File: src/rtl/inst_encoder.sv
// RV32I instruction encoder: turns a decoded field bundle back into a 32-bit word,
// flags unencodable bundles as NOP+error, and buffers results in a 2-entry FIFO.
module inst_encoder (
  input  logic        clk,
  input  logic        rst,
  input  logic        in_valid,
  output logic        in_ready,
  input  logic [3:0]  op_class,
  input  logic [2:0]  funct3,
  input  logic        alt,
  input  logic [4:0]  rd,
  input  logic [4:0]  rs1,
  input  logic [4:0]  rs2,
  input  logic [31:0] imm,
  output logic        out_valid,
  input  logic        out_ready,
  output logic [31:0] out_inst,
  output logic        out_err,
  output logic [7:0]  err_count
);

  typedef enum logic [3:0] {
    C_LUI    = 4'd0,
    C_AUIPC  = 4'd1,
    C_JAL    = 4'd2,
    C_JALR   = 4'd3,
    C_LOAD   = 4'd4,
    C_STORE  = 4'd5,
    C_OPIMM  = 4'd6,
    C_OP     = 4'd7,
    C_BRANCH = 4'd8
  } op_class_e;

  localparam logic [31:0] NOP = 32'h0000_0013;

  op_class_e   cls;
  logic        imm_i_ok, imm_b_ok, imm_j_ok, is_shift, alt_ok;
  logic [31:0] enc_inst, enc_word;
  logic        enc_err;

  logic [31:0] fifo_inst [2];
  logic        fifo_err  [2];
  logic        wr_ptr, rd_ptr;
  logic [1:0]  count, count_nxt;
  logic        in_ready_q;
  logic [7:0]  err_cnt_q;
  logic        push, pop;

  assign cls      = op_class_e'(op_class);
  assign imm_i_ok = (&imm[31:11]) | ~(|imm[31:11]);
  assign imm_b_ok = ((&imm[31:12]) | ~(|imm[31:12])) & ~imm[0];
  assign imm_j_ok = ((&imm[31:20]) | ~(|imm[31:20])) & ~imm[0];
  assign is_shift = (funct3 == 3'd1) || (funct3 == 3'd5);
  assign alt_ok   = ~alt
                  || (cls == C_OP    && (funct3 == 3'd0 || funct3 == 3'd5))
                  || (cls == C_OPIMM && funct3 == 3'd5);

  always_comb begin
    enc_inst = '0;
    enc_err  = 1'b0;
    case (cls)
      C_LUI, C_AUIPC: begin
        enc_inst = {imm[31:12], rd, (cls == C_LUI) ? 7'b0110111 : 7'b0010111};
        enc_err  = |imm[11:0];
      end
      C_JAL: begin
        enc_inst = {imm[20], imm[10:1], imm[11], imm[19:12], rd, 7'b1101111};
        enc_err  = ~imm_j_ok;
      end
      C_JALR: begin
        enc_inst = {imm[11:0], rs1, funct3, rd, 7'b1100111};
        enc_err  = ~imm_i_ok || (funct3 != 3'd0);
      end
      C_LOAD: begin
        enc_inst = {imm[11:0], rs1, funct3, rd, 7'b0000011};
        enc_err  = ~imm_i_ok || (funct3 == 3'd3) || (funct3 > 3'd5);
      end
      C_STORE: begin
        enc_inst = {imm[11:5], rs2, rs1, funct3, imm[4:0], 7'b0100011};
        enc_err  = ~imm_i_ok || (funct3 > 3'd2);
      end
      C_OPIMM: begin
        // Shift immediates carry shamt only; alt lands in funct7[5] (bit 30).
        if (is_shift) begin
          enc_inst = {1'b0, alt, 5'b0, imm[4:0], rs1, funct3, rd, 7'b0010011};
          enc_err  = |imm[31:5];
        end else begin
          enc_inst = {imm[11:0], rs1, funct3, rd, 7'b0010011};
          enc_err  = ~imm_i_ok;
        end
      end
      C_OP: begin
        enc_inst = {1'b0, alt, 5'b0, rs2, rs1, funct3, rd, 7'b0110011};
      end
      C_BRANCH: begin
        enc_inst = {imm[12], imm[10:5], rs2, rs1, funct3, imm[4:1], imm[11], 7'b1100011};
        enc_err  = ~imm_b_ok || (funct3 == 3'd2) || (funct3 == 3'd3);
      end
      default: enc_err = 1'b1;
    endcase
    if (!alt_ok) enc_err = 1'b1;
  end

  assign enc_word = enc_err ? NOP : enc_inst;

  assign in_ready  = in_ready_q;
  assign out_valid = (count != 2'd0);
  assign out_inst  = fifo_inst[rd_ptr];
  assign out_err   = fifo_err[rd_ptr];
  assign err_count = err_cnt_q;
  assign push      = in_valid & in_ready_q;
  assign pop       = out_valid & out_ready;

  always_comb begin
    count_nxt = count;
    if (push && !pop)      count_nxt = count + 2'd1;
    else if (!push && pop) count_nxt = count - 2'd1;
  end

  always_ff @(posedge clk or posedge rst) begin
    if (rst) begin
      for (int unsigned i = 0; i < 2; i++) begin
        fifo_inst[i] <= '0;
        fifo_err[i]  <= 1'b0;
      end
      wr_ptr     <= 1'b0;
      rd_ptr     <= 1'b0;
      count      <= '0;
      in_ready_q <= 1'b0;
      err_cnt_q  <= '0;
    end else begin
      if (push) begin
        fifo_inst[wr_ptr] <= enc_word;
        fifo_err[wr_ptr]  <= enc_err;
        wr_ptr            <= ~wr_ptr;
        if (enc_err && err_cnt_q != '1) err_cnt_q <= err_cnt_q + 8'd1;
      end
      if (pop) rd_ptr <= ~rd_ptr;
      count      <= count_nxt;
      // Registered from next count so in_ready never sees out_ready combinationally.
      in_ready_q <= (count_nxt != 2'd2);
    end
  end

endmodule
File: config.mk
export PLATFORM = sky130hd
export DESIGN_NAME = inst_encoder
export DESIGN_NICKNAME = d
export VERILOG_FILES = /design/src/rtl/inst_encoder.sv
export SDC_FILE = /design/constraint.sdc
export NUM_CORES = 1
export LEC_CHECK = 0
export CAP_MARGIN = 0
export CORE_ASPECT_RATIO = 2
export CORE_MARGIN = 1
export CORE_UTILIZATION = 46
export CTS_CLUSTER_DIAMETER = 100
export DETAILED_ROUTE_END_ITERATION = 6
export PLACE_DENSITY = 0.74
export SYNTH_ARGS = -nofsm -noshare
export SYNTH_HDL_FRONTEND = slang
export SYNTH_SLANG_ARGS = --single-unit
File: constraint.sdc
create_clock -name clk -period 2.3 [get_ports clk]
set_clock_uncertainty 0.15 [all_clocks]
set_input_delay 0.345 -clock clk [delete_from_list [all_inputs] [get_ports clk]]
set_output_delay 0.345 -clock clk [all_outputs]
set_load 0.01 [all_outputs]
==> results.ini, run 1 <==
[floorplanning]
die_w_um=71.4
start_util_pct=47.5
ioPinCount=102
rows=50
dieHeight_um=141
core_sq_um=9320
die_area_sq_um=10000

[power]
leakagePower_nw=3.24
peakVddDrop_v=0.000535
p_per_area_nw_per_um2=728

[critical_path]
worstPathMaxFanout=7
worstPathCellList=buf_8, buf_6, nand4_1, or4_4, o211ai_1, nand4_1, or4_4, buf_12, buf_8, buf_6, nand2b_4, o21ai_2
critPathRequiredTime_ps=2410
arrival_ps=2640
start_kind=input port
max_stage_delay_ps=560
worstSetupPathType=input port to register
slowest_stage=or4_4
crit_path_end_kind=register

[final_layout]
fill_cells=628
syn_to_final_growth_pct=62.1
drive_above_1_share_pct=39.1
fin_nets=728
diodes=0
fin_util_pct=77.0

[logic_synthesis]
synth-simple-area-share_pct=20.2
muxShareOfSynthArea_pct=10.1
synthDistinctLibCells=49
synth_top_area_share_pct=43.5
synth_nets=555
synth_most_common_cell=nand2_1
synthCells=494
synth_top_family_by_area=simple AND/OR/NAND/NOR gates
synth_largest_area_cell=dfrtp_1
synth_compound_area_share_pct=19.7
async_reset_ff_share_pct=100
synthAdderAreaFrac_pct=0.565
synthFlopType=dfrtp_1
synth_area_leaders=dfrtp_1 44%, mux2_2 9.7%, nand2_1 7.3%, o21ai_0 6.8%, a22oi_1 4.9%
synth_area_sq_um=4430
synth-edff-count=0
ys_top_cells_by_count=86 x nand2_1, 77 x dfrtp_1, 60 x o21ai_0, 38 x mux2_2, 29 x a22oi_1
synth_xor_area_share_pct=1.39
yosys_warnings=0
synth_seq_cells=77
avgSynthCellArea_sq_um=8.96
ys_seq_area_share_pct=43.5

[sta]
drv_slew=0
hold_viol_final=0
setup_violations=70
post-route-period-util_pct=110
period_minus_slack_ps=2530
relSlewSlack_pct=53.4
rsz0062_at_grt=yes
setup_slack_ps=-228
worstMarginPinSlew_ps=699
fmax_ghz=0.396

[global_routing]
grt_pass1_wl_um=23300
grt_overflow=0
grt_util_all_layers_pct=30.4
grt_pass1_vias=4786
grt_max_degree=78
antenna_found_initial=0

[clock_network]
cts_tree=done
numCtsBuffers=9
cts.clk_slew.worst_paths_ps=60
clk_latency_ps=330
max-clock-path-buffers=2
cts-root-buf=clkbuf_16
cts.sinks=77
h-tree-depth=3

[drt]
drt-total-wl_um=15300
vias=4596
avgRoutedWirePerCell_um=19.7
via_per_inst=5.92
drt-initial-drc-count=383
ant_nets=0
drc=5
drt_pass1_iterations=7

[place]
io_buffers=101
post-place-ws_ps=-930
gp_congestion=0.920
hpwl_um=10000

[hold_path]
hold_class=input port to asynchronous set/reset pin

[run]
maxCapViolCount=0

[status]
failed_checks=DRC, setup timing
status=complete, but fails checks

path summary, 6_finish.rpt:
check                              startpoint             to  slack [ps]  cells after the start
worst max-delay path                  imm[23]  fifo_inst[39]        -230                     12
worst min-delay path                      rst  fifo_inst[33]         310                      3
max in group asynchronous                 rst  fifo_inst[25]        1340                      3
worst max register to register   err_count[3]   err_count[1]         430                      5
min in group clk                fifo_inst[33]  fifo_inst[33]         320                      1
worst min register to register  fifo_inst[33]  fifo_inst[33]         320                      1
critical path, delay by kind of cell:
family	cells	cell delay [ps]
and+or+nand+nor	5	1470
AOI/OAI and AO/OA	2	230
buffers and inverters	5	580
cell usage in the layout, fill, tap and decap left out, types with 7 or more instances in the layout:
| cell type | synthesis | final |
|---|---|---|
| nand2_1 | 86 | 83 |
| dfrtp_1 | 77 | 76 |
| buf_4 | 1 | 75 |
| clkdlybuf4s50_1 | 0 | 41 |
| dlygate4sd2_1 | 0 | 37 |
| mux2_2 | 38 | 36 |
| o21ai_2 | 0 | 34 |
| a22oi_1 | 29 | 28 |
| nor2_1 | 18 | 16 |
| o21ai_1 | 4 | 16 |
| buf_6 | 3 | 16 |
| o21ai_0 | 60 | 14 |
| nand2b_4 | 0 | 13 |
| nand4_1 | 10 | 10 |
| a21oi_1 | 13 | 10 |
| clkbuf_16 | 0 | 9 |
| inv_1 | 9 | 8 |
| nand2b_1 | 22 | 8 |
| nand3_1 | 10 | 8 |
| buf_2 | 7 | 7 |
metal layers:
| metal | wire [um] | share of wire [%] | up-vias | GRT usage [%] |
|---|---|---|---|---|
| li1 | - | - | 2144 | - |
| met1 | 5310 | 35 | 2236 | 30.8 |
| met2 | 8600 | 56 | 161 | 56.3 |
| met3 | 468 | 3.1 | 55 | 3.79 |
| met4 | 881 | 5.8 | 0 | 20.4 |
| met5 | 0 | 0 | - | 0 |
cell type report:
type                            instances  area, sq um  share of cell area [%]
Clock inverter                          6         95.1                    1.33
Tap cell                              104          130                    1.81
Timing Repair Buffer                  197         1880                    26.2
Inverter                                9         37.5                   0.523
Sequential cell                        77         1930                    26.9
Clock buffer                           10          229                    3.19
Multi-Input combinational cell        373         2870                    40.1
cell families (layout without fill, tap and decap cells):
logic type / after synthesis / count (layout)
muxes: 40 / 40
DFF: 77 / 77
AOI/OAI and AO/OA: 139 / 139
buffers and inverters: 44 / 222
and+or+nand+nor: 185 / 185
adders and majority gates: 2 / 2
xor gates and xnor gates: 7 / 7
state kept, by name, indices dropped and copies added (netlist names):
name and cells:
count 2, err_count 8, fifo_err 2, fifo_inst 62
in_ready 1, rd_ptr 1, wr_ptr 1
report_power, final:
part | total (mW) | switching, mW | internal, mW
combinational | 2.00 | 1.03 | 0.976
sequential | 1.68 | 0.149 | 1.53
clock | 1.54 | 0.573 | 0.962
total | 5.22 | 1.75 | 3.47
repair_timing:
action,CTS,global route
setup endpoints to repair,81,79
hold buffers,0,0
buffers inserted,8,5
cloned,5,0
hold endpoints to repair,0,0
pin swaps,36,19
gates resized for setup,221,40
per-stage QoR:
stage                     power, mW  cell area (sq um)  instances  setup TNS [ps]  hold slack [ps]
after global placement         3.28               6120        742          -51150              294
after global routing           5.43               7170        776          -13570              341
after detailed placement       3.33               6120        742          -57050              306
after floorplan                2.56               4510        494           -2650              278
after CTS                      5.11               6950        771           -3350              304
final                          5.22               7170        776           -9270              315
Power figures use the tool's default switching activity.
==> run 2, diff against run 1 <==
- CORE_MARGIN: 1 -> 2
==> run 2 against run 1 <==
Compared with the run above:
- the flow finishes with violations (setup timing)
- non-clock buffer count grew 4
- sequential share of layout area grew 0.49 points
- die area grew 4.3%
- final cell count grew 0.26%
- clock power shrank 3%
- worst hold slack lost 110 ps
- cell area shrank 1.8%
- largest power group unchanged
- first-iteration DRC count shrank 18%
- critical path depth shrank 3
- utilization shrank 1.9 points
- worst setup slack lost 120 ps
==> results.ini, run 2 (same netlist as run 1, synthesis figures left out) <==
[floorplanning]
ioPinCount=102
die_area_sq_um=10500
start_util_pct=47.2
rows=50
dieHeight_um=143
core_sq_um=9380
die_w_um=73.4

[drt]
via_per_inst=5.89
drt_pass1_iterations=5
vias=4585
drc=0
avgRoutedWirePerCell_um=20.0
drt-total-wl_um=15600
ant_nets=0
drt-initial-drc-count=315

[sta]
setup_violations=70
rsz0062_at_grt=yes
relSlewSlack_pct=65.7
worstMarginPinSlew_ps=513
setup_slack_ps=-344
hold_slack_ps=201
period_minus_slack_ps=2640
hold_viol_final=0
drv_slew=0
post-route-period-util_pct=115
fmax_ghz=0.378

[hold_path]
hold_class=input port to asynchronous set/reset pin

[final_layout]
multi_input_area_sq_um=2820
drive_above_1_share_pct=39.6
fin_nets=732
fill_cells=679
regMostFlops=fifo_inst
layout_commonest_cell=nand2_1
final_cell_mix=82 x nand2_1, 76 x dfrtp_1, 76 x buf_4
register_area_sq_um=1930
diodes=0
syn_to_final_growth_pct=59.2
largest_register_ffs=62

[global_routing]
grt_pass1_vias=4834
grt_overflow=0
grt_max_degree=64
grt_util_all_layers_pct=31.0
grt_pass1_wl_um=24700
antenna_found_initial=0

[critical_path]
critPathRequiredTime_ps=2410
worstPathMaxFanout=7
reg2reg_slack_ps=450
worstSetupPathType=input port to register
arrival_ps=2750
start_kind=input port
crit_path_end_kind=register

[status]
failed_checks=setup timing
status=complete, but fails checks

[power]
p_per_area_nw_per_um2=715
peakVddDrop_v=0.000548
leakagePower_nw=3.23
p_total_mw=5.04

[clock_network]
cts_tree=done
numCtsBuffers=9
h-tree-depth=3
cts.sinks=77
cts.clk_slew.worst_paths_ps=60
cts-root-buf=clkbuf_16
max-clock-path-buffers=2
clk_latency_ps=330

[place]
gp_congestion=0.924
post-place-ws_ps=-1000
hpwl_um=10800
io_buffers=101

[run]
maxCapViolCount=0

run 2: cell count changes in the layout (fill, tap and decap cells not counted), sizes merged:
cell           delta
buf               +3
bufbuf            -1
clkdlybuf4s50     -6
clkdlybuf4s15     -2
dlygate4sd2       +5
clkbuf            +5
inv               -2
run 2: critical path, cell delays in order:
cell	delay [ps]
buf_2	140
nand4_1	130
or4_1	540
o211ai_1	180
nand4_1	210
or4_4	530
buf_8	180
or3_4	340
o21ai_2	150
run 2: per-stage QoR:
stage / util (%) / setup TNS (ps) / cell area (sq um) / std cells
finish: 75.1 / -16200 / 7050 / 778
global route: 75.1 / -15410 / 7050 / 778
CTS: 74.0 / -13130 / 6950 / 775
detailed placement: 65.0 / -65040 / 6100 / 739
global placement: 65.0 / -62480 / 6100 / 739
floorplan: - / -2650 / 4510 / 494
run 2: path summary, 6_finish.rpt:
check | startpoint | to | cells past startpoint
min in group clk | fifo_inst[1] | fifo_inst[1] | 1
setup / recovery | imm[22] | fifo_inst[38] | 9
hold / removal | rst | fifo_inst[17] | 2
setup reg to reg | err_count[0] | err_count[1] | 5
hold reg to reg | fifo_inst[1] | fifo_inst[1] | 1
max in group asynchronous | rst | rd_ptr | 3
run 2: layout make-up:
| class | instances | area share (%) |
|---|---|---|
| Clock buffer | 10 | 3.39 |
| Clock inverter | 4 | 1.05 |
| Inverter | 9 | 0.533 |
| Multi-Input combinational cell | 373 | 40.0 |
| Sequential cell | 77 | 27.4 |
| Tap cell | 104 | 1.85 |
| Timing Repair Buffer | 201 | 25.8 |
run 2: per-layer routing:
metal  vias to the layer above  GRT usage, %  wire length [um]  share of wire (%)
met5                         -             0                 0                  0
met4                         0          14.9               699                4.5
li1                       2145             -                 -                  -
met2                       155          57.9              8930                 57
met1                      2245          32.4              5430                 35
met3                        40          4.45               545                3.5
run 2: report_power, final:
group	leakage, nW	switching, mW	internal, mW	total [mW]
combinational	2.06	0.966	0.893	1.86
clock	0.154	0.525	0.967	1.49
sequential	1.02	0.152	1.54	1.69
run 2: timing repair:
action | CTS | global route
gates cloned | 2 | 0
resized for setup | 205 | 39
hold buffers | 0 | 0
setup buffers | 21 | 3
endpoints found under the setup margin | 83 | 74
pin swaps | 49 | 14
==> run 3, diff against run 2 <==
- PLACE_DENSITY: 0.74 -> 0.89
- clock period: 2.3 -> 2.4 ns (I/O delays scaled with it)
==> run 3 against run 2 <==
Compared with the run above:
- the run ends with DRC, setup timing left
- flip-flop and latch count unchanged
- worst hold slack improved by 79 ps
- count of clock-buffer cells in the layout increased by 3
- combinational power decreased by 3%
- via count increased by 8.1%
- highest routed layer unchanged
- global-route usage increased by 1.5 points
- non-clock buffer count decreased by 3
- total power decreased by 4.2%
- register-to-register slack got worse by 90 ps
- critical path depth increased by 2
==> results.ini, run 3 (same netlist as run 1, synthesis figures left out) <==
[status]
status=complete, but fails checks
failed_checks=DRC, setup timing

[place]
post_dp_cell_area_sq_um=6100
post-place-ws_ps=-1040
gp_congestion=0.998
hpwl_um=10600
io_buffers=101

[final_layout]
regMostFlops=fifo_inst
largest_register_ffs=62
layout_commonest_cell=nand2_1
finalInstanceArea_sq_um=7110
final_cell_mix=83 x nand2_1, 82 x buf_4, 77 x dfrtp_1
diodes=0
syn_to_final_growth_pct=60.6
fin_nets=729
fin_util_pct=75.7
drive_above_1_share_pct=37.7

[global_routing]
grt_pass1_wl_um=25800
antenna_found_initial=0
grt_overflow=0
grt_util_all_layers_pct=32.5
grt_max_degree=34
grt_pass1_vias=5045

[critical_path]
reg2reg_slack_ps=360
start_kind=input port
crit_path_end_kind=register
worstPathMaxFanout=6
critPathRequiredTime_ps=2490
worstSetupPathType=input port to register
arrival_ps=2800

[power]
switchingPower_mw=1.64
power_frac_comb_pct=37.4
p_per_area_nw_per_um2=679
sw_frac_of_total_pct=34.1
intPower_mw=3.18
peakVddDrop_v=0.000536
p_total_mw=4.83
leakagePower_nw=3.09
clockPowerShare_pct=29.0
p_seq_share_pct=33.6

[sta]
period_minus_slack_ps=2700
setup_slack_ps=-302
post-route-period-util_pct=113
rsz0062_at_grt=yes
hold_viol_final=0
drv_slew=0
worstMarginPinSlew_ps=787
setup_violations=70
fmax_ghz=0.370
hold_slack_ps=280
relSlewSlack_pct=47.5

[drt]
vias=4958
drt-initial-drc-count=461
ant_nets=0
drt-total-wl_um=17000
avgRoutedWirePerCell_um=21.9
drt_pass1_iterations=7
via_per_inst=6.38
drc=2

[floorplanning]
die_w_um=73.4
dieHeight_um=143
ioPinCount=102
rows=50
start_util_pct=47.2
core_sq_um=9380
die_area_sq_um=10500

[hold_path]
hold_class=input port to asynchronous set/reset pin

[clock_network]
cts_tree=done
postCtsHoldBufs=0
cts-root-buf=clkbuf_16
numCtsBuffers=9
h-tree-depth=3
cts.clk_slew.worst_paths_ps=60
cts.sinks=77
max-clock-path-buffers=2
clk_latency_ps=340

[run]
maxCapViolCount=0

run 3: power by group through the flow:
stage	sequential (mW)	combinational (mW)	clock, mW
after floorplan	1.61	0.832	0
after global placement	1.61	1.49	0
after detailed placement	1.63	1.54	0
after CTS	1.61	1.70	1.39
after global routing	1.64	1.92	1.45
final	1.62	1.80	1.40
run 3: worst max-delay path, cell delays in order:
cell	delay, ps
buf_4	120
nand4_1	150
buf_4	180
buf_4	120
nor3_1	250
and4b_1	260
nor4_1	50
or4_4	600
buf_12	180
or3_1	350
o21ai_1	170
run 3: what timing repair did:
item                                   4_1_cts  5_1_grt
gates cloned                                 2        0
pin swaps                                   46       26
setup buffers                               19        2
resized for setup                          217       54
setup endpoints to repair                   70       70
endpoints found under the hold margin        0        0
run 3: final timing paths:
| check | cells after the start | start | endpoint |
|---|---|---|---|
| max | 11 | imm[27] | fifo_inst[2] |
| min | 2 | rst | fifo_inst[19] |
| max reg2reg | 6 | err_count[0] | err_count[4] |
| min reg2reg | 1 | fifo_inst[1] | fifo_inst[1] |
| max in group asynchronous | 3 | rst | in_ready |
| min in group clk | 1 | fifo_inst[1] | fifo_inst[1] |
run 3: final cells by class:
cell class,instances,area (sq um)
tap,104,130
sequential,77,1930
clock inverter,3,42.5
inverter,9,37.5
multi-input combinational,373,2820
clock buffer,13,270
timing repair buffer,198,1880
fill,553,2280
run 3: routing by layer:
metal  track usage (%)  vias to the layer above  part of all wire, %
met4              22.9                        0                  8.9
met5                 0                        -                    0
met2              57.2                      327                   51
met1              34.2                     2381                   34
met3              4.38                      115                  5.6
li1                  -                     2135                    -
run 3: per-stage QoR:
step           TNS, ps  instances
6_report        -12730        777
5_1_grt         -17280        777
4_1_cts          -9150        777
3_5_place_dp    -61900        740
3_3_place_gp    -57590        740
2_1_floorplan     -263        494
